<file path="config.mk">
export PLATFORM = sky130hd
export DESIGN_NAME = acc_readout_serializer
export DESIGN_NICKNAME = d
export VERILOG_FILES = /design/src/rtl/acc_readout_pkg.sv /design/src/rtl/acc_readout_serializer_narrow.sv /design/src/rtl/acc_readout_serializer.sv
export SDC_FILE = /design/constraint.sdc
export NUM_CORES = 1
export LEC_CHECK = 0
export ABC_AREA = 1
export CORE_MARGIN = 2
export CORE_UTILIZATION = 45
export DETAILED_ROUTE_END_ITERATION = 8
export DONT_BUFFER_PORTS = 1
export PLACE_DENSITY = 0.65
export SLEW_MARGIN = 30
export SYNTH_ARGS = -nofsm -noshare
export SYNTH_HDL_FRONTEND = slang
export SYNTH_HIERARCHICAL = 1
export SYNTH_SLANG_ARGS = --single-unit
</file>
<file path="constraint.sdc">
create_clock -name clk -period 4.8 [get_ports clk]
set_input_delay 0.72 -clock clk [delete_from_list [all_inputs] [get_ports clk]]
set_output_delay 0.72 -clock clk [all_outputs]
set_load 0.05 [all_outputs]
</file>
<file path="src/rtl/acc_readout_pkg.sv">
// rtl/acc_readout_pkg.sv - shared types, default widths and index-width helper for the readout serializer
package acc_readout_pkg;

    typedef enum logic [1:0] {
        IDLE   = 2'd0,
        STREAM = 2'd1,
        DONE   = 2'd2
    } state_e;

    localparam int DEF_NUM_ELEM  = 16;
    localparam int DEF_ACC_WIDTH = 32;
    localparam int DEF_OUT_WIDTH = 16;

    // Index is at least one bit wide so a single-element bank still has a legal port.
    function automatic int idx_w(input int n);
        return (n < 2) ? 1 : $clog2(n);
    endfunction

endpackage

</file>
<file path="src/rtl/acc_readout_serializer_narrow.sv">
// rtl/acc_readout_serializer_narrow.sv - ACC_W to OUT_W converter; signed saturation when ACC_READOUT_SAT_EN is defined
module acc_sat_narrow #(
    parameter int ACC_W = 32,
    parameter int OUT_W = 16
) (
    input  logic [ACC_W-1:0] din,
    output logic [OUT_W-1:0] dout,
    output logic             sat
);

`ifdef ACC_READOUT_SAT_EN
    logic [ACC_W-OUT_W:0] hi_bits;
    logic [OUT_W-1:0]     min_neg;
    logic                 ovf;

    // The value fits when every bit from the output sign bit upward agrees.
    assign hi_bits = din[ACC_W-1:OUT_W-1];
    assign ovf     = !((&hi_bits) || !(|hi_bits));

    always_comb begin
        min_neg          = '0;
        min_neg[OUT_W-1] = 1'b1;
        if (!ovf) begin
            dout = din[OUT_W-1:0];
        end else if (din[ACC_W-1]) begin
            dout = min_neg;
        end else begin
            dout = ~min_neg;
        end
    end

    assign sat = ovf;
`else
    logic unused_hi;

    assign dout      = din[OUT_W-1:0];
    assign sat       = 1'b0;
    assign unused_hi = ^din;
`endif

endmodule

</file>
<file path="src/rtl/acc_readout_serializer.sv">
// rtl/acc_readout_serializer.sv - snapshot accumulator sums and stream them out; ACC_READOUT_SAT_EN adds saturation and sat_flag
module acc_readout_serializer
    import acc_readout_pkg::*;
#(
    parameter int NUM_ELEM = DEF_NUM_ELEM,
    parameter int ACC_W    = DEF_ACC_WIDTH,
    parameter int OUT_W    = DEF_OUT_WIDTH
) (
    input  logic                               clk,
    input  logic                               rst_n,
    input  logic                               start,
    input  logic [NUM_ELEM-1:0][ACC_W-1:0]     sum_in,
    output logic                               acc_clear,
    output logic                               busy,
    output logic                               m_valid,
    input  logic                               m_ready,
    output logic [OUT_W-1:0]                   m_data,
    output logic [idx_w(NUM_ELEM)-1:0]         m_index,
    output logic                               m_last,
    output logic                               done
`ifdef ACC_READOUT_SAT_EN
    ,
    output logic                               sat_flag
`endif
);

    localparam int IDX_W = idx_w(NUM_ELEM);

    state_e                       state_q, state_d;
    logic [IDX_W-1:0]             idx_q, idx_d;
    logic [NUM_ELEM-1:0][ACC_W-1:0] snap_q, snap_d;
    logic                         clr_q, clr_d;

    logic                         last_beat;
    logic                         streaming;
    logic [ACC_W-1:0]             cur_elem;
    logic [OUT_W-1:0]             narrow_data;
    logic                         narrow_sat;

    assign cur_elem  = snap_q[idx_q];
    assign last_beat = (idx_q == IDX_W'(NUM_ELEM - 1));
    assign streaming = (state_q == STREAM);

    acc_sat_narrow #(
        .ACC_W (ACC_W),
        .OUT_W (OUT_W)
    ) u_narrow (
        .din  (cur_elem),
        .dout (narrow_data),
        .sat  (narrow_sat)
    );

    always_comb begin
        state_d = state_q;
        idx_d   = idx_q;
        snap_d  = snap_q;
        clr_d   = 1'b0;
        case (state_q)
            IDLE: begin
                if (start) begin
                    snap_d  = sum_in;
                    idx_d   = '0;
                    clr_d   = 1'b1;
                    state_d = STREAM;
                end
            end
            STREAM: begin
                if (m_ready) begin
                    if (last_beat) begin
                        state_d = DONE;
                    end else begin
                        idx_d = idx_q + IDX_W'(1);
                    end
                end
            end
            DONE: begin
                state_d = IDLE;
                idx_d   = '0;
            end
            default: begin
                state_d = IDLE;
                idx_d   = '0;
            end
        endcase
    end

    always_ff @(posedge clk or negedge rst_n) begin
        if (!rst_n) begin
            state_q <= IDLE;
            idx_q   <= '0;
            snap_q  <= '0;
            clr_q   <= 1'b0;
        end else begin
            state_q <= state_d;
            idx_q   <= idx_d;
            snap_q  <= snap_d;
            clr_q   <= clr_d;
        end
    end

    // Beat fields are forced to zero outside STREAM so idle/done cycles never show stale data.
    assign acc_clear = clr_q;
    assign busy      = (state_q != IDLE);
    assign m_valid   = streaming;
    assign done      = (state_q == DONE);
    assign m_data    = streaming ? narrow_data : '0;
    assign m_index   = streaming ? idx_q : '0;
    assign m_last    = streaming && last_beat;

`ifdef ACC_READOUT_SAT_EN
    assign sat_flag  = streaming && narrow_sat;
`else
    logic unused_sat;
    assign unused_sat = narrow_sat;
`endif

endmodule

</file>
==> reports/results.ini, run 1 <==
[cells_and_area]
design_area_mm2 = 0.0141
drive_above_1_share_pct = 5.49
nFillCells = 3046
antenna-diode-count = 0
nNetsFinal = 2260
fin_cells = 2156
syn2layout_area_growth_pct = 5.46

[critical_path]
cp_max_fo = 21
cp-start-kind = register
critPathBufInv = 4
crit_chain = inv_1 > buf_4 > nand3_1 > nand3_1 > nand2_1 > nand2_1 > inv_1 > nor2_1 > buf_4
critPathKind = reg2out
end_kind = output port
critPathArrivalTime_ps = 3240
required_ps = 4080
cpMaxStageDelayCell = inv_1
crit_family = buffers and inverters
max_stage_delay_ps = 750

[global_route]
grt_overflow_total = 0
antenna_found_initial = 0
grt_pass1_vias = 10300
grt_pass1_wl_um = 58700
grt_max_degree = 264
track_usage_pct = 24.8

[place]
place_inst = 2100
postPlaceCellArea_mm2 = 0.0130
dp.final_hpwl_um = 27400
gp_congestion = 0.865
portBuffers = 0

[sta]
setup_tns_ps = 0
finalHoldViolations = 263
fin_skew_ps = 13.3
slew_violations = 0
period_minus_slack_ps = 3960
max_freq_mhz = 253
timing.hold.ws_ps = -131
worstMarginPinSlew_ps = 1020
finalSetupViolations = 0
maxSlewHeadroom_pct = 31.9
rsz0062_at_grt = false
fin_crit_sh_pct = 82.4

[clocking]
tritoncts = built
clock-sinks = 263
clkTransAtPathRegs_ps = 60
ctsHtreeMaxLevel = 1
ctsRootBufferMaster = clkbuf_16
cts_buffers = 31
clock_path_buffers = 3
worstSkewPairLatency_ps = 560

[outcome]
outcome = complete, but fails checks
violations = negative hold slack

[floorplan]
die_height_um = 176
die_w_um = 176
pin_count = 541
initial_core_util_pct = 45.4
coreArea_mm2 = 0.0294
row_count = 63
die_area_mm2 = 0.0310

[detailed_routing]
first_iter_violations = 1012
wire_per_inst_um = 18.0
drt_first_pass_iters = 5
drc_errors = 0
drtAntennaViolNets = 0
wirelength_um = 38800
dr_total_vias = 10800
vias_per_cell = 5.02

[yosys]
synth_area_mm2 = 0.0133
synthesis.nets = 2390
avgSynthCellArea_um2 = 7.12
syn_inst = 1873
yosysWarnings = 6

[pwr]
power_density_mw_per_mm2 = 778
p_comb_share_pct = 42.7
power_switching_w = 0.00479
power.leakage_nw = 7.24
p_sw_share_pct = 43.7
pwr-share-seq_pct = 35.4
ir_drop_v = 0.000327
clockPowerShare_pct = 21.8
intPower_w = 0.00616

[flow_run]
max-cap-violations = 0

[hold_path]
holdCritPathClass = in2async

metal layers:
layer | global-route usage, % | up-vias | share of wire, %
met5 | 0 | - | 0
met4 | 8.54 | 0 | 3.4
met1 | 33.4 | 4999 | 42
met2 | 39.8 | 408 | 46
li1 | - | 5343 | -
met3 | 5.21 | 67 | 9.1
metrics by stage:
stage	setup slack [ps]	total power, W	util, %
detailed placement	1440	0.00860	44.3
finish	844	0.0109	47.9
global placement	1480	0.00850	44.3
global route	633	0.0118	47.9
floorplan	2060	0.00746	-
CTS	835	0.0110	47.9
flip-flops by register name (all words and copies together) (netlist names):
signal	flops
acc_clear	1
idx_q	4
snap_q	256
state_q	2
cell usage in the layout, fill, tap and decap left out:
cell type   instances
buf_12              1
clkinv_4            1
nor3b_1             1
bufinv_16           2
nand2_1           866
ha_1                1
inv_8               1
clkinv_2            3
o21ai_0           122
inv_2               3
clkinvlp_4          4
clkbuf_8           10
dfrtp_1           262
clkbuf_16          31
nor2_4              1
inv_1             153
dfrtp_4             1
inv_6               2
nor3_2              1
nor2_1            122
nand3_1            98
o21ai_1            41
nand2_4             1
buf_4              32
clkbuf_1            3
nor2_2              3
path summary, 6_finish.rpt:
check                      depth (start not counted)           to  slack [ps]   startpoint
max in group asynchronous                          0     idx_q[0]        4580        rst_n
min in group clk                                   2  snap_q[224]         270  sum_in[224]
min reg2reg                                        2  snap_q[106]         480  snap_q[106]
max reg2reg                                        6   snap_q[13]        1870   state_q[0]
max                                                9   m_data[14]         840     idx_q[1]
min                                                0  snap_q[269]        -130        rst_n
area by class of cell:
type                            count  area [um^2]  share of cell area [%]
Sequential cell                   263         6590                    46.8
Multi-Input combinational cell   1257         5090                    36.1
Clock buffer                       44          925                    6.57
Inverter                          157          597                    4.24
Tap cell                          390          488                    3.47
Timing Repair Buffer               33          260                    1.85
Clock inverter                     12          131                   0.934
timing repair:
| item | CTS | global route |
|---|---|---|
| hold endpoints to repair | 263 | 263 |
| gates resized for setup | 0 | 0 |
| buffers inserted | 0 | 0 |
power groups by stage:
stage | logic (W) | registers, W | clock network (W)
4_1_cts | 0.00471 | 0.00388 | 0.00243
3_5_place_dp | 0.00469 | 0.00391 | 0
2_1_floorplan | 0.00381 | 0.00365 | 0
3_3_place_gp | 0.00462 | 0.00387 | 0
5_1_grt | 0.00525 | 0.00401 | 0.00253
6_report | 0.00468 | 0.00388 | 0.00239
worst register-to-register path, cell delays in order (launching register included):
cell and delay (ps):
dfrtp_1 410, nor2_2 220, nand2_4 450, inv_8 810, buf_4 620, nand2_1 190
o21ai_0 120
Note: power is estimated with default switching activity, not from simulation.
==> run 2: changes to the inputs <==
==> constraint.sdc (replaced) <==
create_clock -name clk -period 3.7 [get_ports clk]
set_input_delay 0.555 -clock clk [delete_from_list [all_inputs] [get_ports clk]]
set_output_delay 0.555 -clock clk [all_outputs]
set_load 0.05 [all_outputs]
==> run 2 against run 1 <==
  * The flow still finishes with violations (negative hold slack)
  * First-iteration DRC count rose by 2.9%
  * Setup slack lost 630 ps
  * Register-to-register slack lost 570 ps
  * Core utilization fell by 0.24 points
  * Clock skew fell by 5.0 ps
  * Routed wire length rose by 0.70%
  * Critical endpoint is now m_data[15]
  * Power rose by 28%
  * Worst hold slack got worse by 160 ps
  * Sequential share of layout area grew 0.24 points
  * Final cell count fell by 0.32%
  * Die area stayed put
==> reports/results.ini, run 2 (synthesis gave the netlist of run 1 again) <==
[outcome]
outcome = complete, but fails checks
violations = negative hold slack

[critical_path]
regToRegSetupSlack_ps = 1300
r2r_cells = 6
cp_max_fo = 35
critPathArrivalTime_ps = 2930
rr_startpoint = state_q[0]
critPathKind = reg2out
cp-start-kind = register
required_ps = 3140
end_kind = output port
reg2reg_to = snap_q[36]

[floorplan]
pin_count = 541
die_area_mm2 = 0.0310
row_count = 63
die_height_um = 176
die_w_um = 176
coreArea_mm2 = 0.0294
initial_core_util_pct = 45.4

[global_route]
grt_max_degree = 264
antenna_found_initial = 0
track_usage_pct = 24.6
grt_overflow_total = 0
grt_pass1_vias = 10300
grt_pass1_wl_um = 58500

[place]
gp_congestion = 0.899
portBuffers = 0
dp.final_hpwl_um = 27400
place_worst_setup_slack_ps = 841

[cells_and_area]
drive_above_1_share_pct = 5.06
regMostFlops = snap_q
final_cell_mix = 865 x nand2_1, 262 x dfrtp_1, 153 x inv_1, 123 x nor2_1, 122 x o21ai_0
largest_reg_flops = 256
final_common_cell = nand2_1
top_regs = snap_q x256, idx_q x4, state_q x2
syn2layout_area_growth_pct = 4.92
nFillCells = 2999
final_core_util_pct = 47.6
antenna-diode-count = 0
nNetsFinal = 2263

[pwr]
power.leakage_nw = 7.22
ir_drop_v = 0.000504
power_density_mw_per_mm2 = 1000
p_total_w = 0.0140

[sta]
rsz0062_at_grt = false
worstMarginPinSlew_ps = 941
finalSetupViolations = 0
finalHoldViolations = 263
maxSlewHeadroom_pct = 37.0
slew_violations = 0
setup_tns_ps = 0
fin_crit_sh_pct = 94.3
fin_skew_ps = 8.30
fin_ws_ps = 212
period_minus_slack_ps = 3490
timing.hold.ws_ps = -287
max_freq_mhz = 287

[detailed_routing]
drtAntennaViolNets = 0
first_iter_violations = 1041
drt_first_pass_iters = 5
wire_per_inst_um = 18.2
dr_total_vias = 10900
highest_layer = met4
drc_errors = 0
vias_per_cell = 5.09
met2_length_um = 17800
met1_length_um = 16700
wirelength_um = 39000
wl_met3_um = 3160

[clocking]
clock-sinks = 263
post_cts_resize_count = 0
ctsHtreeMaxLevel = 1
clkTransAtPathRegs_ps = 60
ctsRootBufferMaster = clkbuf_16
tritoncts = built
cts_setup_buffers = 0
cts_buffers = 29
clock_path_buffers = 3
worstSkewPairLatency_ps = 540

[hold_path]
holdCritPathClass = in2async

[flow_run]
max-cap-violations = 0

## run 2: changes by cell type in the layout (fill, tap and decap cells not counted), moves of 2 or more
cell	previous run	this run
buf_12	1	4
inv_6	2	0
clkinvlp_4	4	0
clkbuf_8	10	4
clkbuf_16	31	29
## run 2: metrics by stage
step / hold slack, ps / cell area (um^2) / instances
final: -287 / 14000 / 2149
after global routing: -302 / 14000 / 2149
after CTS: -300 / 14000 / 2149
after detailed placement: 271 / 13100 / 2105
after global placement: 272 / 13100 / 2105
after floorplan: 259 / 13300 / 1873
## run 2: final cells by class
class | instances | area [um^2] | area share, %
multi-input cells | 1257 | 5090 | 36.3
clock inverters | 7 | 110 | 0.786
well taps | 390 | 488 | 3.49
repair buffers | 38 | 339 | 2.42
clock buffers | 37 | 796 | 5.68
inverters | 157 | 597 | 4.26
flip-flops and latches | 263 | 6590 | 47.0
## run 2: critical path: stages (launching register included)
cell     delay (ps)
dfrtp_1         390
buf_4           400
nand2_1         140
inv_2           430
nand2_1          90
nor2_1          230
nor2_1           80
nand2_1         180
nand2_1          90
inv_1            60
nor2_1           60
buf_4           230
## run 2: worst max path at each step
stage                   from    endpoint  slack (ps)
floorplan           idx_q[0]   m_data[2]        1120
global placement    idx_q[1]  m_data[12]         810
detailed placement  idx_q[1]  m_data[13]         840
CTS                 idx_q[1]  m_data[13]         260
global route        idx_q[1]  m_data[10]          80
finish              idx_q[1]  m_data[15]         210
## run 2: metal layers
layer | up-vias | GRT usage (%)
li1 | 5333 | -
met1 | 5102 | 33.9
met2 | 436 | 39.2
met3 | 70 | 4.82
met4 | 0 | 7.89
met5 | - | 0
## run 2: power by group
part	internal, W	total [W]	switching (W)
logic	0.00188	0.00631	0.00443
registers	0.00428	0.00487	0.000587
clock network	0.00170	0.00284	0.00114
total	0.00786	0.0140	0.00616
